File: src/rtl/pot_scan_sched.sv
// pot_scan_sched: round-robin ADC128S scheduler for the six equalizer pots.
// Define POT_SMOOTH_EN to low-pass each stored sample with a 1/4 IIR step.
module pot_scan_sched #(
    parameter logic [15:0] ROUND_CYC = 16'd4096,
    parameter logic [11:0] TMO_CYC   = 12'd1024,
    parameter logic [11:0] GAIN_RST  = 12'h800
) (
    input  logic        clk,
    input  logic        rst,
    output logic        strt_cnv,
    output logic [2:0]  chnnl,
    input  logic        cnv_cmplt,
    input  logic [11:0] res,
    output logic [11:0] POT_LP,
    output logic [11:0] POT_B1,
    output logic [11:0] POT_B2,
    output logic [11:0] POT_B3,
    output logic [11:0] POT_HP,
    output logic [11:0] VOLUME,
    output logic        round_done,
    output logic        tmo_err
);

    typedef enum logic [2:0] {
        S_IDLE,
        S_REQ,
        S_WAIT,
        S_STORE,
        S_NEXT
    } state_t;

    state_t      state_q;
    logic [15:0] rnd_q;
    logic [15:0] rnd_d;
    logic        rnd_tc;
    logic [11:0] tmo_q;
    logic [11:0] tmo_d;
    logic        tmo_hit;
    logic [2:0]  slot_q;
    logic [2:0]  slot_d;
    logic [2:0]  chnnl_q;
    logic [11:0] res_q;
    logic [11:0] pot_q [6];
    logic [11:0] cur;
    logic [11:0] upd_d;
    logic        strt_q;
    logic        done_q;
    logic        err_q;

`ifdef POT_SMOOTH_EN
    logic [5:0]         seeded_q;
    logic signed [12:0] diff;
    logic signed [12:0] step;
`endif

    // Slot order LP, B1, B2, B3, HP, VOL mapped onto the board's ADC channels
    function automatic logic [2:0] ch_of(input logic [2:0] s);
        case (s)
            3'd0:    return 3'd1;
            3'd1:    return 3'd0;
            3'd2:    return 3'd4;
            3'd3:    return 3'd2;
            3'd4:    return 3'd3;
            3'd5:    return 3'd7;
            default: return 3'd1;
        endcase
    endfunction

    always_comb begin
        rnd_tc  = (rnd_q == ROUND_CYC - 16'd1);
        rnd_d   = rnd_tc ? 16'd0 : rnd_q + 16'd1;
        tmo_hit = (tmo_q == TMO_CYC - 12'd1);
        tmo_d   = tmo_q + 12'd1;
        slot_d  = slot_q + 3'd1;
        cur     = pot_q[slot_q];
`ifdef POT_SMOOTH_EN
        diff  = $signed({1'b0, res_q}) - $signed({1'b0, cur});
        step  = diff >>> 2;
        upd_d = seeded_q[slot_q] ? cur + step[11:0] : res_q;
`else
        upd_d = res_q;
`endif
    end

    always_ff @(posedge clk) begin
        if (rst) begin
            state_q  <= S_IDLE;
            rnd_q    <= 16'd0;
            tmo_q    <= 12'd0;
            slot_q   <= 3'd0;
            chnnl_q  <= 3'd1;
            res_q    <= 12'd0;
            strt_q   <= 1'b0;
            done_q   <= 1'b0;
            err_q    <= 1'b0;
            pot_q[0] <= GAIN_RST;
            pot_q[1] <= GAIN_RST;
            pot_q[2] <= GAIN_RST;
            pot_q[3] <= GAIN_RST;
            pot_q[4] <= GAIN_RST;
            pot_q[5] <= 12'h000;
`ifdef POT_SMOOTH_EN
            seeded_q <= 6'd0;
`endif
        end else begin
            // Timer free-runs; a start missed while busy is simply dropped
            rnd_q  <= rnd_d;
            strt_q <= 1'b0;
            done_q <= 1'b0;
            unique case (state_q)
                S_IDLE: begin
                    if (rnd_tc) begin
                        slot_q  <= 3'd0;
                        chnnl_q <= ch_of(3'd0);
                        tmo_q   <= 12'd0;
                        strt_q  <= 1'b1;
                        state_q <= S_REQ;
                    end
                end
                S_REQ: begin
                    tmo_q   <= tmo_d;
                    state_q <= S_WAIT;
                end
                S_WAIT: begin
                    if (cnv_cmplt) begin
                        res_q   <= res;
                        state_q <= S_STORE;
                    end else if (tmo_hit) begin
                        err_q   <= 1'b1;
                        state_q <= S_NEXT;
                    end else begin
                        tmo_q <= tmo_d;
                    end
                end
                S_STORE: begin
                    pot_q[slot_q] <= upd_d;
`ifdef POT_SMOOTH_EN
                    seeded_q[slot_q] <= 1'b1;
`endif
                    state_q <= S_NEXT;
                end
                S_NEXT: begin
                    if (slot_q == 3'd5) begin
                        done_q  <= 1'b1;
                        state_q <= S_IDLE;
                    end else begin
                        slot_q  <= slot_d;
                        chnnl_q <= ch_of(slot_d);
                        tmo_q   <= 12'd0;
                        strt_q  <= 1'b1;
                        state_q <= S_REQ;
                    end
                end
                default: state_q <= S_IDLE;
            endcase
        end
    end

    assign strt_cnv   = strt_q;
    assign chnnl      = chnnl_q;
    assign round_done = done_q;
    assign tmo_err    = err_q;
    assign POT_LP     = pot_q[0];
    assign POT_B1     = pot_q[1];
    assign POT_B2     = pot_q[2];
    assign POT_B3     = pot_q[3];
    assign POT_HP     = pot_q[4];
    assign VOLUME     = pot_q[5];

endmodule

File: config.mk
export PLATFORM = sky130hd
export DESIGN_NAME = pot_scan_sched
export DESIGN_NICKNAME = d
export VERILOG_FILES = /design/src/rtl/pot_scan_sched.sv
export SDC_FILE = /design/constraint.sdc
export NUM_CORES = 1
export LEC_CHECK = 0
export CORE_ASPECT_RATIO = 1.4
export CORE_MARGIN = 1.5
export CORE_UTILIZATION = 56
export DETAILED_ROUTE_END_ITERATION = 6
export GPL_ROUTABILITY_DRIVEN = 0
export HOLD_SLACK_MARGIN = 0.05
export PLACE_DENSITY = 0.88
export SYNTH_ARGS = -nofsm -noshare
export SYNTH_HDL_FRONTEND = slang
export SYNTH_SLANG_ARGS = --single-unit
File: constraint.sdc
create_clock -name clk -period 4.2 [get_ports clk]
set_input_delay 0.84 -clock clk [delete_from_list [all_inputs] [get_ports clk]]
set_output_delay 0.84 -clock clk [all_outputs]
set_load 0.02 [all_outputs]
After elaboration in Yosys (flattened, before gate mapping) --
Memory sizes are Yosys's and may differ from the RTL's. Cells that the tools add are included.
Word-level totals: input bits 15, word-level logic and storage cells 71, memories 1, memory bits (writable) 72, register bits after elaboration 52
Cells by class: eq/ne operators 17, reductions and logical operators 11, mux-type cells 28, add/subtract/negate cells 3, bitwise operators 2
Memories:
- pot_q | depth 6, bits a word 12, rd ports 6, clocked after Yosys merged registers in 0, write ports 6, line 43 | logic [11:0] pot_q [6];
Operator list (count):
- 12-bit two-way mux | 5
- 12-bit one-hot mux with 4 select lines | 1
- 3-bit one-hot mux with 5 select lines | 2
- 3-bit two-way mux | 7
- 16-bit by 1-bit adder with 16-bit output (second input constant) | 1
- 16-bit by 12-bit equality test with 1-bit output (second input constant) | 1
- 12-bit by 1-bit adder with 12-bit output (second input constant) | 1
- 12-bit by 10-bit equality test with 1-bit output (second input constant) | 1
- 3-bit by 2-bit equality test with 1-bit output (second input constant) | 4
- 3-bit equality test (second input constant) | 4
- 3-bit one-hot mux with 2 select lines | 2
- 12-bit OR reduction | 1
- 1-bit two-way mux | 10
- 2-bit != test (second input constant) | 4
- 3-bit by 1-bit equality test with 1-bit output (second input constant) | 2
- 3-bit AND reduction | 2
- 5-bit AND reduction | 1
- 2-bit AND reduction | 2
- 4-bit nonzero test | 1
- 2-bit OR reduction | 2
- 3-bit by 1-bit adder with 3-bit output (second input constant) | 1
- 3-bit logical NOT | 1
- 3-bit != test (second input constant) | 1
- 1-bit NOT | 2
- 2 further kinds | 2

Logic depth before layout (Yosys ltp) --
Gate-level depths: netlist (run 1).
word-level depth 6, depth in mapped cells 7, depth with buffers taken out 7

Worst setup path before layout (run 1) --
Ideal clock, no wire load.
path type register to register, start point reg state_q[0], end point mem pot_q[5][0] (enable), buffers on the path 1, library setup time 0.400 ns, slack 1.821 ns, stages on the path, launching flop included 5, data arrival time 1.979 ns, period minus slack after synthesis 2.379 ns, path through dfxtp_1 clkbuf_1 nand3b_1 or2_2 o31ai_1
RTL lines:
- start, declared | line 32 | state_t state_q;
- start signal, assigned | line 87 | state_q <= S_IDLE;
- start signal, assigned | line 117 | state_q <= S_REQ;
- start signal, assigned | line 122 | state_q <= S_WAIT;
- end, declared | line 43

==> run metrics, run 1 <==
Synth Area per Inst=10.9 um2; sequential element share of the synthesized area=0.642; Total Routing Usage GR=0.281; Worst Clk Skew=0.0135 ns; P per Cell Area=448 mW/mm2; flip-flop cell with the highest count after synthesis=edfxtp_1; final setup TNS=0 ns; critical-path cell list=clkdlybuf4s50_1, nor2_1, nand3_1, nand2_1; Hold Path Class=flip-flop to flip-flop; leading area contributor after synthesis=edfxtp_1; first-pass GRT wire length=19500 um; FILL cells=523; die width=82.8 um; # setup viols final=0; CTS tree=yes; # resized after CTS=0; period utilization=0.774; nets=573; HPWL Detailed=8110 um; synth top area cells=edfxtp_1, dfxtp_1, nor2_1, nand2_1, a21oi_1; syn nets=479; Avg WL per Cell=18.6 um; critical path launch point type=input port; Worst Path Max Fanout=14; Area Growth Syn to Fin=31.1%; clk_lat worst skew=0.41 ns; clock-pin slew on the worst setup and hold paths=0.06 ns; outcome=completed; post-route cell area=0.00654 mm2; P_leak=2.40 nW; Die Y-Extent=115 um; top-area cell type share of the netlist area=0.434; initial antenna violation count=0; H-tree Lvls=4; CP max stage delay=0.77 ns; worst vdd ir=0.373 mV; clock root cell=clkbuf_16; register bit count reported by yosys=124; CTS max path bufs=2; Clock Sinks=124; drt total wl=12400 um; DRC viols=0; Setup CP Type=input port to flip-flop; vias per inst=5.88; YS warnings=0; grt ovf=0; pin count of the biggest net entering global routing=39; layout cells sized above 1=0.0691; synth unique cells=47; core area=0.00861 mm2; Post-synth EDFFs=72; Detail Route Antenna Nets=0; total iterations of the first detailed-routing run=6; Critical Path AT=3.30 ns; vias in the first global route=3869; die area=0.00949 mm2; fmax=0.307 GHz; Vias=3935; number of diodes=0; Slew Limit Fails=0; Iteration-0 DRC Markers=490; MaxCap Viol Count=0; crit path time final=3.25 ns; worst slew pin tran=1.22 ns; Cells after Synth=457; I/O pins=93; Critical Path RT=4.25 ns; FFs w/ async S/R, synth=0; most instantiated library cell after synthesis=nor2_1; I/O Buffers=92; Commonest cells post-synth=nor2_1, edfxtp_1, nand2_1; postcts setup bufs=0; Placed Area=0.00597 mm2; RSZ-0062 raised after global routing=no; FP Rows=40; Post-Syn Area=0.00499 mm2; Starting Density=0.579; CTS Hold Bufs=0; cts bufs inserted=17; Rel. slew slack=0.181; Crit-path slowest cell=nor2_1; Setup crit end kind=flip-flop; final hold violations=0; Final Power=2.93 mW
state kept, by name (all words and copies together) (netlist names):
| name | flops |
|---|---|
| pot_q | 72 |
| rnd_q | 16 |
| res_q | 12 |
| tmo_q | 12 |
| chnnl | 3 |
| slot_q | 3 |
| state_q | 3 |
| round_done | 1 |
| strt_cnv | 1 |
| tmo_err | 1 |
cell type report:
class	instances	area [um2]	area share
repair buffers	94	936	0.143
multi-input cells	293	1620	0.247
inverters	21	78.8	0.0121
flip-flops and latches	124	3200	0.490
clock inverters	8	91.3	0.0140
clock buffers	24	483	0.0738
well taps	105	131	0.0201
layer usage:
layer / track usage / vias to the layer above / part of all wire
met1: 0.318 / 1836 / 0.36
met3: 0.0582 / 56 / 0.065
met2: 0.498 / 250 / 0.53
li1: - / 1793 / -
met4: 0.123 / 0 / 0.039
met5: 0 / - / 0
power breakdown:
group / internal [mW] / total [mW] / leakage, nW / switching, mW
Combinational: 0.0740 / 0.176 / 0.976 / 0.102
Sequential: 1.31 / 1.34 / 1.15 / 0.0201
Clock: 0.917 / 1.42 / 0.281 / 0.500
stage by stage:
stage	setup WS (ns)	instances	utilization	hold slack (ns)
3_3_place_gp	0.908	637	0.693	0.440
5_1_grt	0.681	669	0.760	0.493
6_report	0.948	669	0.760	0.464
4_1_cts	0.997	669	0.760	0.464
3_5_place_dp	0.732	637	0.693	0.450
2_1_floorplan	1.82	457	-	0.426
critical path: cells and delay by family:
kind / cells / cell delay (ns)
simple gates: 3 / 1.94
buf+inv: 1 / 0.52
kinds of logic after synthesis:
kind of cell               share of synthesized area
buffers and inverters                         0.0346
AOI/OAI and AO/OA                             0.0800
and+or+nand+nor                                0.198
DFF                                            0.642
muxes                                        0.00853
xor gates and xnor gates                      0.0193
adders and majority gates                     0.0176
path summary, 6_finish.rpt:
| path | from | endpoint | slack, ns | cells past startpoint |
|---|---|---|---|---|
| setup / recovery | rst | pot_q[2][8] | 0.95 | 4 |
| hold / removal | res_q[10] | res_q[10] | 0.46 | 2 |
| setup reg to reg | state_q[1] | pot_q[2][8] | 1.08 | 4 |
| hold reg to reg | res_q[10] | res_q[10] | 0.46 | 2 |
placed cells by master (no fill, tap or decap), drive strengths merged, types with 7 or more instances in the layout:
master         Yosys  final
clkdlybuf4s50      0     92
nor2              84     84
edfxtp            72     72
nand2             57     57
dfxtp             52     52
clkbuf            14     24
a21oi             23     23
inv               21     21
nand3             17     17
o21ai              8      8
nand4              8      8
and3               7      7
xor2               7      7
ha                 7      7
nor4               7      7
No activity file was read; power rests on OpenSTA's default activity.
==> inputs of run 2 (changes only) <==
CORE_UTILIZATION = 52   (was 56)
PLACE_DENSITY = 0.83   (was 0.88)
clock period = 3.4 ns   (was 4.2 ns; I/O delays follow)
==> run metrics, run 2 (synthesis results as in run 1) <==
Slew Limit Fails=0 (unchanged); Final Power=3.59 mW (+23%); worst vdd ir=0.360 mV (-3.4%); Placement Setup Slack=0.598 ns (-0.134 ns); final hold violations=0 (unchanged); nets=576 (+0.52%); kind of cell adding the most delay to the critical path=simple AND/OR/NAND/NOR gates; I/O pins=93 (unchanged); critical path launch point=state_q[1]; Avg WL per Cell=18.3 um (-1.7%); Critical Path AT=2.72 ns (-0.58 ns); vias per inst=5.77 (-1.9%); CP max stage delay=0.59 ns (-0.18 ns); Critical Path RT=3.45 ns (-0.80 ns); worst reg-to-reg path cell count=5 (+1); total iterations of the first detailed-routing run=7 (+1); die area=0.0102 mm2 (+7.5%); Crit. path cell count=5 (+1); Placed Area=0.00599 mm2 (+0.40%); Clock Sinks=124 (unchanged); postcts setup bufs=0 (unchanged); period utilization=0.783; clock-pin slew on the worst setup and hold paths=0.06 ns (about the same); commonest non-fill, non-tap cell in the layout=clkdlybuf4s50_1; CP dominant cell by count=nand2_1; Rel. slew slack=0.597 (+0.416); Die Y-Extent=119 um (+3.7%); first-pass GRT wire length=19100 um (-2.2%); layout cells sized above 1=0.0811 (+0.0120); RSZ-0062 raised after global routing=no; FF/Latch Area=0.00320 mm2 (unchanged); commonest non-fill, non-tap cells in the layout=clkdlybuf4s50_1, nor2_1, edfxtp_1; clk_lat worst skew=0.42 ns (about the same); final setup margin=0.738 ns (-0.210 ns); critical-path cell list=nand3b_1, or2_2, nor3_1, nand2_1, nand2_1; # setup viols final=0 (unchanged); worst slew pin tran=0.604 ns (-0.617 ns); P_leak=2.41 nW (+0.25%); number of diodes=0 (unchanged); Iteration-0 DRC Markers=325 (-34%); final setup TNS=0 ns (unchanged); DRC viols=0 (unchanged); drt total wl=12400 um (-0.51%); clock root cell=clkbuf_16; Worst Clk Skew=0.0120 ns (-0.00158 ns); Biggest register=pot_q; Worst Path Max Fanout=16 (+2); crit path capture=pot_q[3][9]; P per Cell Area=548 mW/mm2 (+22%); Detail Route Antenna Nets=0 (unchanged); H-tree Lvls=4 (unchanged); outcome=completed; Area Growth Syn to Fin=31.6%; Vias=3906 (-0.74%); min-delay src=res_q[0]; number of buffers and inverters on the critical path=0 (-1); Starting Density=0.530 (-0.0492); CTS max path bufs=2 (unchanged); Setup CP Type=flip-flop to flip-flop; initial antenna violation count=0 (unchanged); CTS Hold Bufs=0 (unchanged); combined area of the multi-input logic cells=0.00161 mm2 (-0.31%); fmax=0.376 GHz; CTS tree=yes; R2R Path Start=state_q[1]; RR Endpoint=pot_q[3][9]; I/O Buffers=92 (unchanged); crit path time final=2.66 ns; critical path launch point type=flip-flop; Hold Path Class=flip-flop to flip-flop; FP Rows=42 (+5.0%); Crit-path slowest cell=dfxtp_1; cts bufs inserted=17 (unchanged); Setup crit end kind=flip-flop; grt ovf=0 (unchanged); MaxCap Viol Count=0 (unchanged); # resized after CTS=0 (unchanged); core area=0.00941 mm2 (+9.3%); FILL cells=621 (+19%); Total Routing Usage GR=0.248 (-0.0328); post-route cell area=0.00656 mm2 (+0.36%); die width=85.8 um (+3.6%); pin count of the biggest net entering global routing=20 (-49%); max FFs per register=72 (unchanged); vias in the first global route=3785 (-2.2%); biggest regs=pot_q (72), rnd_q (16); Worst R2R Setup Slack=0.74 ns (-0.34 ns); utilization after layout=0.698 (-0.0619); HPWL Detailed=8370 um (+3.2%)
-- run 2: through the flow --
step,hold WS [ns],cells
after floorplan,0.426,457
after detailed placement,0.442,645
after global placement,0.433,645
after global routing,0.481,677
after CTS,0.455,677
final,0.455,677
-- run 2: layout make-up --
class                      count  area share
timing repair buffer          97       0.146
multi-input combinational    293       0.246
sequential                   124       0.488
inverter                      21      0.0120
clock inverter                15      0.0227
tap                          110      0.0210
clock buffer                  17      0.0648
-- run 2: worst reg2reg max path, cell delays in order, from the launching register on --
cell and delay (ns):
dfxtp_1 0.59, nand3b_1 0.23, or2_2 0.35, nor3_1 0.32
nand2_1 0.32, nand2_1 0.48
-- run 2: power by group --
group / switching (mW) / internal, mW / total (mW)
logic: 0.124 / 0.0928 / 0.216
clock network: 0.659 / 1.07 / 1.73
registers: 0.0234 / 1.62 / 1.65
-- run 2: worst min path at each step --
stage / endpoint / slack (ns) / cells past startpoint
CTS: rnd_q[0] / 0.46 / 1
global route: res_q[6] / 0.48 / 2
global placement: rnd_q[0] / 0.43 / 1
floorplan: rnd_q[0] / 0.43 / 1
finish: res_q[0] / 0.46 / 2
detailed placement: rnd_q[0] / 0.44 / 1
-- run 2: layer usage --
layer	GRT usage	vias up	part of all wire
li1	-	1804	-
met4	0.127	0	0.039
met2	0.450	191	0.54
met1	0.257	1867	0.36
met5	0	-	0
met3	0.0658	44	0.061
==> inputs of run 3 (changes only) <==
clock period = 2.5 ns   (was 3.4 ns; I/O delays follow)
==> run metrics, run 3 (synthesis results as in run 1) <==
Worst R2R Setup Slack=0.22 ns (-0.52 ns); CTS Hold Bufs=0 (unchanged); cts bufs inserted=17 (unchanged); fmax=0.438 GHz (+17%); vias per inst=5.65 (-2.1%); worst reg-to-reg path cell count=5 (unchanged); MaxCap Viol Count=0 (unchanged); Rel. slew slack=0.573 (-0.0242); H-tree Lvls=4 (unchanged); final hold violations=0 (unchanged); drt total wl=12100 um (-2.5%); Setup crit end kind=flip-flop; Starting Density=0.530 (unchanged); postcts setup bufs=0 (unchanged); I/O pins=93 (unchanged); initial antenna violation count=0 (unchanged); P_leak=2.47 nW (+2.8%); biggest regs=pot_q (72), rnd_q (16); total iterations of the first detailed-routing run=5 (-2); CTS tree=yes; FF/Latch Area=0.00320 mm2 (unchanged); first-pass GRT wire length=19300 um (+0.90%); critical-path cell list=nand3b_1, or2_2, nor3_1, nand2_1, nand2_1; number of buffers and inverters on the critical path=0 (unchanged); FILL cells=610 (-1.8%); I/O Buffers=92 (unchanged); Worst Path Max Fanout=12 (-4); crit path time final=2.28 ns (-0.381 ns); outcome=completed; min-delay src=rnd_q[0]; Crit-path slowest cell=dfxtp_1; die area=0.0102 mm2 (unchanged); Total Routing Usage GR=0.250 (+0.00247); number of diodes=0 (unchanged); RR Endpoint=pot_q[1][6]; Crit. path cell count=5 (unchanged); crit path capture=pot_q[1][6]; RSZ-0062 raised after global routing=no; placed cells=652 (+1.1%); Detail Route Antenna Nets=0 (unchanged); # resized after CTS=0 (unchanged); # setup viols final=0 (unchanged); period utilization=0.913 (+0.130); Avg WL per Cell=17.6 um (-3.5%); commonest non-fill, non-tap cell in the layout=clkdlybuf4s50_1; final setup TNS=0 ns (unchanged); Biggest register=pot_q; Hold Path Class=flip-flop to flip-flop; grt ovf=0 (unchanged); CP dominant cell by count=nand2_1; core area=0.00941 mm2 (unchanged); clock-pin slew on the worst setup and hold paths=0.06 ns (about the same); Setup CP Type=flip-flop to flip-flop; pin count of the biggest net entering global routing=21 (+5.0%); die width=85.8 um (unchanged); nets=583 (+1.2%); vias in the first global route=3796 (+0.29%); Die Y-Extent=119 um (unchanged); CTS max path bufs=2 (unchanged); Slew Limit Fails=0 (unchanged); HPWL Detailed=8350 um (-0.25%); Area Growth Syn to Fin=34.2%; worst slew pin tran=0.641 ns (+0.0363 ns); Iteration-0 DRC Markers=391 (+20%); FP Rows=42 (unchanged); Critical Path AT=2.34 ns (-0.38 ns); P per Cell Area=778 mW/mm2 (+42%); R2R Path Start=state_q[0]; max FFs per register=72 (unchanged); critical path launch point=state_q[0]; layout cells sized above 1=0.0941 (+0.0129); combined area of the multi-input logic cells=0.00161 mm2 (+0.16%); non-filler cells, final=684 (+1.0%); kind of cell adding the most delay to the critical path=simple AND/OR/NAND/NOR gates; DRC viols=0 (unchanged); clock root cell=clkbuf_16; Worst Clk Skew=0.00804 ns (-0.00392 ns); Clock Sinks=124 (unchanged); Critical Path RT=2.56 ns (-0.89 ns); commonest non-fill, non-tap cells in the layout=clkdlybuf4s50_1, nor2_1, edfxtp_1; critical path launch point type=flip-flop; clk_lat worst skew=0.42 ns (about the same); CP max stage delay=0.50 ns (-0.09 ns); worst vdd ir=0.492 mV (+37%); Vias=3865 (-1.0%)
-- run 3: cell count changes in the layout (fill, tap and decap cells not counted), sizes merged --
cell and change:
buf +7, bufinv +3, clkinv -2, clkinvlp -1
-- run 3: worst min-delay path by stage --
stage,end,slack (ns),cells past startpoint
finish,rnd_q[0],0.46,1
global route,res_q[1],0.48,2
CTS,res_q[9],0.46,2
detailed placement,res_q[8],0.45,2
global placement,rnd_q[0],0.44,1
floorplan,rnd_q[0],0.43,1
-- run 3: where the power goes --
group / switching (mW) / leakage (nW) / internal [mW]
Sequential: 0.0266 / 1.15 / 2.21
Clock: 0.903 / 0.307 / 1.77
Combinational: 0.175 / 1.02 / 0.129
-- run 3: through the flow --
step / cell area (um2) / setup WS (ns) / util / hold slack, ns / total power [mW]
after floorplan: 4990 / 0.121 / - / 0.426 / 2.44
after global placement: 6040 / 0.257 / 0.642 / 0.435 / 2.57
after detailed placement: 6040 / 0.164 / 0.642 / 0.449 / 2.58
after CTS: 6690 / 0.228 / 0.711 / 0.457 / 5.22
after global routing: 6690 / 0.00729 / 0.711 / 0.477 / 5.34
final: 6690 / 0.219 / 0.711 / 0.459 / 5.21
-- run 3: metal layers --
metal | wire length (um) | share of wire | track usage
met5 | 0 | 0 | 0
met4 | 294 | 0.024 | 0.0948
met3 | 763 | 0.063 | 0.0769
met2 | 6480 | 0.54 | 0.454
met1 | 4520 | 0.38 | 0.268
-- run 3: final cells by class --
| type | instances | area share |
|---|---|---|
| multi-input cells | 293 | 0.241 |
| repair buffers | 104 | 0.151 |
| clock buffers | 17 | 0.0636 |
| inverters | 21 | 0.0118 |
| flip-flops and latches | 124 | 0.479 |
| clock inverters | 15 | 0.0331 |
| well taps | 110 | 0.0206 |
==> edit 1, RTL diff (flow settings as in run 2) <==
The option `POT_SMOOTH_EN` is turned on by a define.
--- a/src/rtl/pot_scan_sched.sv
+++ b/src/rtl/pot_scan_sched.sv
@@ -2,2 +2,4 @@
 // Define POT_SMOOTH_EN to low-pass each stored sample with a 1/4 IIR step.
+`define POT_SMOOTH_EN
+
 module pot_scan_sched #(
Check against the original RTL: no difference found for any inputs over 10 cycles, from zero or initial values and one cycle with rst high; that may be too few to reach the edited logic, so the function may still have changed.
==> edit 1 against run 2 <==
  * The run now ends with setup timing left
  * Total power rose by 38%
  * Combinational power grew to 3.8 times the old value
  * Design area is 74% higher
  * Hold slack improved by 0.60 ps
  * Synthesized area is 55% higher
  * Routed wire length is 120% higher
  * Sequential cell count grew 33
  * Setup slack lost 2300 ps
  * Critical endpoint is now pot_q[0][10]$_SDFFCE_PN0P_
==> edit 1: results <==
{
  "status": "finished with violations",
  "violations": "setup timing",
  "p_leak_nw": 4.42,
  "p_sw_mw": 1.29,
  "synth.top_cells.by_count": "115 x nor2_1, 96 x edfxtp_1, 66 x nand2_1",
  "power.clock.fraction": 0.409,
  "yosys-top-cells-area": "edfxtp_1 37%, dfxtp_1 16%, mux4_2 6.7%",
  "n_fill_cell": 769,
  "first_pass_iters": 6,
  "hold_class": "reg2reg",
  "drt-met1-wl_um": 9380,
  "syn-num-nets": 762,
  "peakVddDrop_mv": 0.417,
  "clk_pin_slew_worst_paths_ps": 60,
  "cts_buffers": 17,
  "drt_iter0_drc": 868,
  "utilization": 0.786,
  "grt_pass1_wl_um": 37700,
  "synth.area.mux_share": 0.0930,
  "final_net_count": 1017,
  "num_antenna_cells": 0,
  "yosys.cell_count.top_type": "nor2_1",
  "synthXorXnorAreaFrac": 0.0418,
  "first_global_vias": 7141,
  "grt_max_degree": 28,
  "clockBufferDepth": 2,
  "placed_area_um2": 10000,
  "slew_headroom": 0.425,
  "arrival_ps": 5070,
  "track_usage": 0.325,
  "finalSetupTns_ps": -75620,
  "numPortBuffers": 92,
  "synth_compound_area_frac": 0.0846,
  "dp_hpwl_um": 16700,
  "htree_num_levels": 4,
  "antenna_found_initial": 0,
  "synth_warnings": 0,
  "wl_per_cell_um": 23.6,
  "combPwrFrac": 0.167,
  "dr_wl_met3_um": 2530,
  "vias": 7230,
  "root_buffer": "clkbuf_16",
  "ys.flop_type": "edfxtp_1",
  "yosysUniqueCellTypes": 59,
  "ys_seq_area_frac": 0.530,
  "setup_ws_ps": -1530,
  "highest_layer": "met4",
  "synth_fa_ha_area_frac": 0.0510,
  "skew_ps": 9.47,
  "path_max_fanout": 6,
  "finalSetupViolCount": 88,
  "post-place-ws_ps": -1320,
  "drive_gt1_frac": 0.358,
  "insertion_delay_ps": 440,
  "wl_met2_um": 14000,
  "p_per_area_nw_per_um2": 433,
  "synth_edf_count": 96,
  "async_flop_share": 0,
  "top_regs": "pot_q x96, rnd_q x16"
}
edit 1: critical path: stages (launching register included):
cell	delay, ps
dfxtp_4	400
buf_6	130
mux4_2	520
mux2i_4	210
ha_4	240
buf_4	140
and4_1	180
o21ai_2	80
nand3_4	160
nand2b_4	120
nand2_4	60
xor2_2	160
ha_1	350
a21oi_2	170
buf_4	150
nand3b_1	270
o21ai_2	190
a211oi_2	70
o21a_1	230
or3_4	360
a31oi_4	280
nor2_2	140
edit 1: area by class of cell:
class	instances	area share
clock buffer	22	0.0435
clock inverter	10	0.0107
inverter	43	0.0144
multi-input combinational	484	0.344
sequential	157	0.360
tap	189	0.0207
timing repair buffer	268	0.207
edit 1: timing repair:
item | CTS | global route
gates resized for setup | 91 | 57
setup buffers | 11 | 13
setup endpoints to repair | 88 | 88
pin swaps | 42 | 48
gates cloned | 0 | 1
edit 1: routing by layer:
layer,track usage,vias to the layer above
met3,0.0767,154
met2,0.569,520
met1,0.344,3503
li1,-,3053
met5,0,-
met4,0.220,0
edit 1: final timing paths:
| check | from | to | cells past startpoint |
|---|---|---|---|
| setup / recovery | flop | pot_q[0][10]$_SDFFCE_PN0P_ | 21 |
| hold / removal | seeded_q[2]$_SDFFE_PP0N_ | seeded_q[2]$_SDFFE_PP0N_ | 2 |
| setup reg to reg | flop | pot_q[0][10]$_SDFFCE_PN0P_ | 21 |
| hold reg to reg | seeded_q[2]$_SDFFE_PP0N_ | seeded_q[2]$_SDFFE_PP0N_ | 2 |
edit 1: metrics by stage:
stage | hold WS (ps) | cells
3_5_place_dp | 439 | 1120
6_report | 456 | 1173
5_1_grt | 493 | 1173
3_3_place_gp | 433 | 1120
4_1_cts | 458 | 1163
2_1_floorplan | 422 | 716
==> edit 2, RTL diff (settings of run 2) <==
Without the edit above. Reset style: asynchronous (`rst`), changed in one clocked block.
--- a/src/rtl/pot_scan_sched.sv
+++ b/src/rtl/pot_scan_sched.sv
@@ -84,3 +84,3 @@
 
-    always_ff @(posedge clk) begin
+    always_ff @(posedge clk or posedge rst) begin
         if (rst) begin
Check against the original RTL: same outputs for any inputs over 10 cycles, from zero or initial values and one cycle with rst high; that may be too few to reach the edited logic, so the function may still have changed.
==> edit 2 against run 2 <==
  * Synthesized area grew 6.0%
  * Design area grew 6.2%
  * Sequential cell count is the same
  * Setup slack gained 65 ps
  * Non-clock buffer count grew 1
  * Routed wire length shrank 0.86%
Power is not compared: it rests on default switching activity, and its combinational part moved more than twofold at a synthesized area within 25%.
==> edit 2: results <==
{
  "grt_max_degree": 71,
  "synth_edf_count": 0,
  "cpPeakStageDelay_ps": 490,
  "num-multi-input-gates": 250,
  "crit_family": "compound AO/OA/AOI/OAI gates",
  "synth_compound_area_frac": 0.0651,
  "skew_ps": 5.74,
  "nonClkBufAreaFrac": 0.139,
  "worstMarginPinSlew_ps": 868,
  "synth.area.mux_share": 0.179,
  "grt_util_met1": 0.280,
  "synth_fa_ha_area_frac": 0.0166,
  "ys_seq_area_frac": 0.588,
  "drt-met1-wl_um": 4800,
  "dr_wl_met3_um": 593,
  "status": "complete, no violations",
  "yosys-top-cells-area": "dfrtp_1 56%, mux2_2 18%, dfstp_2 3.0%",
  "multi_input_area_share": 0.296,
  "finalWirelength_um": 12300,
  "first_pass_iters": 4,
  "regMostFlops": "rnd_q",
  "post-place-ws_ps": 643,
  "synthXorXnorAreaFrac": 0.0232,
  "drive_gt1_frac": 0.269,
  "dpl.cell_count": 616
}
[edit 2: cell count changes after synthesis, sizes merged, moves of 13 or more]
cell,before,now
dfrtp,0,118
mux2,2,84
edfxtp,72,0
nor2,84,21
dfxtp,52,0
nand2,57,15
a21oi,23,3
clkbuf,14,1
[edit 2: final timing paths]
kind	from	end	slack [ps]	cells past startpoint
max	slot_q[1]$_DFFE_PP0P_	tmo_q[9]$_DFFE_PP0P_	800	7
min	rnd_q[15]$_DFF_PP0_	rnd_q[15]$_DFF_PP0_	480	1
max reg2reg	slot_q[1]$_DFFE_PP0P_	tmo_q[9]$_DFFE_PP0P_	800	7
min reg2reg	rnd_q[15]$_DFF_PP0_	rnd_q[15]$_DFF_PP0_	480	1
max in group asynchronous	rst	tmo_q[8]$_DFFE_PP0P_	1910	3
min in group asynchronous	rst	VOLUME[4]$_DFFE_PP0P_	840	3
